File: src/rtl/task_icd_pkg.sv
// task_icd_pkg: shared output-command word layout for the command task handler and its strobe driver
package task_icd_pkg;
  localparam logic [3:0] OUT_CMD_ID = 4'b0001;
  localparam int CMD_ID_MSB = 31;
  localparam int CMD_ID_LSB = 28;
  localparam int CMD_RSV_MSB = 27;
  localparam int CMD_RSV_LSB = 5;
  localparam int CMD_IDX_MSB = 4;
  localparam int CMD_IDX_LSB = 0;
  function automatic logic cmd_is_out(input logic [31:0] w);
    return w[CMD_ID_MSB:CMD_ID_LSB] == OUT_CMD_ID && w[CMD_RSV_MSB:CMD_RSV_LSB] == '0;
  endfunction
endpackage

File: src/rtl/out_strobe_drv.sv
// out_strobe_drv: decodes OUT command words into a fixed-width one-hot strobe followed by a hold-off gap
module out_strobe_drv
  import task_icd_pkg::*;
#(
  parameter int PULSE_CYCLES = 16,
  parameter int HOLDOFF_CYCLES = 4
) (
  input  logic        clk,
  input  logic        rst,
  input  logic        asi_cmd_valid,
  output logic        asi_cmd_ready,
  input  logic [31:0] asi_cmd_data,
  output logic [31:0] strobe_out,
  output logic        busy,
  output logic        bad_cmd_pulse,
  output logic [15:0] bad_cmd_cnt
);
  typedef enum logic [1:0] {IDLE, PULSE, HOLDOFF} state_t;
  localparam logic [15:0] P_M1 = 16'(PULSE_CYCLES - 1);
  localparam logic [15:0] H_M1 = 16'(HOLDOFF_CYCLES - 1);
  state_t state, state_n;
  logic [15:0] cnt, cnt_n, bad_cnt_n;
  logic [31:0] strobe_n;
  logic bad_n, acc;
  assign acc = asi_cmd_valid & asi_cmd_ready;
  // one down-counter times both the pulse and the hold-off phase
  always_comb begin
    state_n = state;
    cnt_n = cnt;
    strobe_n = strobe_out;
    bad_n = 1'b0;
    bad_cnt_n = bad_cmd_cnt;
    case (state)
      IDLE: if (acc) begin
        if (cmd_is_out(asi_cmd_data)) begin
          state_n = PULSE;
          cnt_n = P_M1;
          strobe_n = 32'd1 << asi_cmd_data[CMD_IDX_MSB:CMD_IDX_LSB];
        end else begin
          bad_n = 1'b1;
          bad_cnt_n = bad_cmd_cnt == 16'hFFFF ? bad_cmd_cnt : bad_cmd_cnt + 16'd1;
        end
      end
      PULSE: if (cnt == '0) begin
        strobe_n = '0;
        state_n = HOLDOFF_CYCLES == 0 ? IDLE : HOLDOFF;
        cnt_n = H_M1;
      end else cnt_n = cnt - 16'd1;
      HOLDOFF: begin
        state_n = cnt == '0 ? IDLE : HOLDOFF;
        cnt_n = cnt - 16'd1;
      end
      default: begin
        state_n = IDLE;
        strobe_n = '0;
        cnt_n = '0;
      end
    endcase
  end
  always_ff @(posedge clk or posedge rst)
    if (rst) begin
      state <= IDLE;
      cnt <= '0;
      strobe_out <= '0;
      asi_cmd_ready <= 1'b0;
      busy <= 1'b0;
      bad_cmd_pulse <= 1'b0;
      bad_cmd_cnt <= '0;
    end else begin
      state <= state_n;
      cnt <= cnt_n;
      strobe_out <= strobe_n;
      asi_cmd_ready <= state_n == IDLE;
      busy <= state_n != IDLE;
      bad_cmd_pulse <= bad_n;
      bad_cmd_cnt <= bad_cnt_n;
    end
endmodule

File: config.mk
export PLATFORM = sky130hd
export DESIGN_NAME = out_strobe_drv
export DESIGN_NICKNAME = d
export VERILOG_FILES = /design/src/rtl/task_icd_pkg.sv /design/src/rtl/out_strobe_drv.sv
export SDC_FILE = /design/constraint.sdc
export NUM_CORES = 1
export LEC_CHECK = 0
export ABC_CLOCK_PERIOD_IN_PS = 2600
export CELL_PAD_IN_SITES_DETAIL_PLACEMENT = 0
export CELL_PAD_IN_SITES_GLOBAL_PLACEMENT = 2
export CORE_MARGIN = 2
export CORE_UTILIZATION = 30
export CTS_CLUSTER_DIAMETER = 200
export CTS_CLUSTER_SIZE = 14
export DETAILED_ROUTE_END_ITERATION = 10
export HOLD_SLACK_MARGIN = 0.08
export PLACE_DENSITY = 0.9
export SYNTH_ARGS = -nofsm -noshare
export SYNTH_HDL_FRONTEND = slang
export SYNTH_SLANG_ARGS = --single-unit
File: constraint.sdc
create_clock -name clk -period 2.6 [get_ports clk]
set_clock_uncertainty 0.2 [all_clocks]
set_input_delay 0.26 -clock clk [delete_from_list [all_inputs] [get_ports clk]]
set_output_delay 0.26 -clock clk [all_outputs]
set_load 0.02 [all_outputs]
==> flow_summary.ini <==
[power]
p_int_w = 0.001915
peakVddDrop_uv = 240.7
p_leak_nw = 1.986
combPwrFrac = 0.149
p_seq_frac = 0.459
p_clk_frac = 0.393
p_switching_w = 0.0006925
power_density_nw_per_um2 = 548.1
p_sw_frac = 0.2656
power_w = 0.002607

[cts]
numCtsBuffers = 9
htreeDepth = 3
clk_path_buf_depth = 2
tritoncts = built
clk_pin_slew_worst_paths_ns = 0.08
hold_buffers = 0
clkSinkCount = 69
worstSkewPairLatency_ns = 0.34
root_buffer = clkbuf_8

[sta]
drv_slew = 0
fin_crit_sh = 0.9593
setup_viol = 0
hold_viol = 0
tns_ns = 0
max-slew-margin-rel = 0.6893
rsz0062_at_grt = true
max_freq_ghz = 0.4009
fin_crit_ns = 2.494
worst_slew_pin_slew_ns = 0.4625
final.setup.worst_slack_ns = 0.1059

[yosys]
syn_area_um2 = 3326
synth_nets = 371
postSynthCellCount = 333
async_reset_ff_frac = 1.000
ys_seq_area_frac = 0.5192
syn_area_per_cell_um2 = 9.987
synth_seq_cells = 69
ys_warn_count = 0
ys.flop_type = dfrtp_1
synth_edf_count = 0
ys_types = 50

[cells_and_area]
post-route-util = 0.4388
area_delta_synth_final_pct = 43.04
num-fill-cells = 1081
diodes = 0
layout-drive-gt1-share = 0.1390
final_nets = 472
postLayoutCellArea_um2 = 4757

[global_routing]
use_met2 = 0.2604
grt_usage = 0.1580
grt_util_met3 = 0.02727
busiest_layer = met2
grt_antenna_before_repair = 0
grt_overflow = 0
grt_max_degree = 70
grt_pass1_vias = 2921
gr-usage-met1 = 0.2093
grt_pass1_wl_mm = 14.77

[die]
die_width_um = 109.3
initial_core_util = 0.3068
boundaryPins = 86
die_area_um2 = 11940
rows = 38
dieHeight_um = 109.3
core_area_um2 = 10840

[place]
place.port_buffers = 85
place.gp.congestion = 0.7565
dp_hpwl_mm = 6.296
place_ws_ns = -0.2930
place_area_um2 = 4489

[route]
wirelength_mm = 8.723
first_pass_iters = 5
viasPerCell = 5.081
vias = 2942
post-route-drc-count = 0
ant_nets = 0
drt-initial-drc-count = 144
wl_per_cell_um = 15.07

[worst_setup_path]
criticalPathCategory = input pin to flip-flop
cp.required_ns = 2.66
worst_ep_arrival_time_ns = 2.56
cp-start-kind = input pin
worstPathMaxFanout = 12
critPathCaptureType = flip-flop

[job]
drv_cap = 0

[hold_path]
min_path_type = input pin to async pin

[run_status]
status = finished clean
==> kinds of logic after synthesis <==
kind of cell	after synthesis	share of synthesized area
simple gates	147	0.2329
compound gates	69	0.1535
flops	69	0.5192
buf+inv	26	0.03198
xor+xnor	17	0.04477
fa+ha+maj	3	0.01129
mux	2	0.006396
==> registers in the layout (all words and copies together) (netlist names) <==
signal         count
busy               1
asi_cmd_ready      1
bad_cmd_cnt       16
strobe_out        32
state              2
bad_cmd_pulse      1
cnt               16
==> worst max-delay path: stages <==
cell and delay [ns]:
clkdlybuf4s50_1 0.41, nor4_1 0.34, nand4_1 0.19, o41a_2 0.63, buf_4 0.18, or3_1 0.37
a21oi_1 0.17
==> power by group through the flow <==
stage	sequential (W)	clock (W)	combinational [W]
2_1_floorplan	0.00127	0	0.000126
3_3_place_gp	0.00122	0	0.000382
3_5_place_dp	0.00122	0	0.000389
4_1_cts	0.00120	0.00105	0.000392
5_1_grt	0.00121	0.00109	0.000428
6_report	0.00120	0.00102	0.000388
==> path summary, 6_finish.rpt <==
check / depth (start not counted) / slack, ns / start / to
max: 7 / 0.11 / asi_cmd_data[19] / cnt[14]
min: 3 / 0.11 / rst / bad_cmd_cnt[2]
max reg2reg: 7 / 0.15 / cnt[0] / strobe_out[18]
min reg2reg: 2 / 0.28 / strobe_out[11] / strobe_out[11]
max in group asynchronous: 3 / 1.78 / rst / state[1]
min in group clk: 2 / 0.28 / strobe_out[11] / strobe_out[11]
==> per-layer routing <==
layer / up-vias / wire length [µm]
met5: - / 0
met4: 0 / 116
met3: 10 / 306
met2: 66 / 4395
met1: 1433 / 3904
li1: 1433 / -
==> cells in the final DEF (no fill, tap or decap), types with 2 or more instances in the layout <==
| master | n |
|---|---|
| inv_1 | 5 |
| nor2b_1 | 2 |
| or4_4 | 4 |
| buf_4 | 21 |
| clkbuf_8 | 11 |
| xnor2_1 | 6 |
| o31ai_1 | 36 |
| nor3_1 | 17 |
| nand4_1 | 7 |
| or4_1 | 6 |
| nor2_1 | 11 |
| and4_1 | 2 |
| nand2_1 | 55 |
| a21oi_1 | 11 |
| ha_1 | 3 |
| inv_2 | 2 |
| or3_1 | 8 |
| nand2b_1 | 4 |
| xor2_1 | 11 |
| nand3_1 | 14 |
| nor4_2 | 3 |
| bufinv_16 | 2 |
| o21ai_0 | 7 |
| o41ai_1 | 3 |
| dfrtp_1 | 69 |
| buf_12 | 3 |
| nor4_1 | 5 |
| clkdlybuf4s50_1 | 85 |
==> metrics by stage <==
stage / cells / hold WS, ns
2_1_floorplan: 333 / 0.2811
3_3_place_gp: 563 / 0.2609
3_5_place_dp: 563 / 0.2699
4_1_cts: 579 / 0.1265
5_1_grt: 579 / 0.1461
6_report: 579 / 0.1147
==> cell usage after synthesis (7+ instances only) <==
| cell | number | share of area |
|---|---|---|
| nor2_1 | 11 | 0.012 |
| dfrtp_1 | 69 | 0.52 |
| nand2_1 | 55 | 0.062 |
| clkbuf_1 | 7 | 0.0079 |
| nand4_1 | 7 | 0.013 |
| nor3_1 | 17 | 0.026 |
| o21ai_0 | 7 | 0.011 |
| nand3_1 | 14 | 0.021 |
| o31ai_1 | 36 | 0.081 |
| nor4_1 | 7 | 0.013 |
| a21oi_1 | 11 | 0.017 |
| xor2_1 | 11 | 0.029 |
| or3_1 | 8 | 0.015 |
| or4_1 | 7 | 0.016 |
==> cell type report <==
| cell class | count | area, µm² | share of cell area |
|---|---|---|---|
| inverters | 7 | 26.28 | 0.005523 |
| clock inverters | 5 | 81.33 | 0.01710 |
| clock buffers | 11 | 151.4 | 0.03183 |
| multi-input cells | 238 | 1528 | 0.3211 |
| well taps | 140 | 175.2 | 0.03682 |
| repair buffers | 109 | 1069 | 0.2246 |
| flip-flops and latches | 69 | 1727 | 0.3630 |
==> repair_timing <==
| action | 4_1_cts | 5_1_grt |
|---|---|---|
| endpoints found under the hold margin | 0 | 0 |
| resized for setup | 0 | 6 |
| setup buffers | 0 | 0 |
| setup endpoints to repair | 0 | 10 |
No activity file was read; power rests on OpenSTA's default activity.
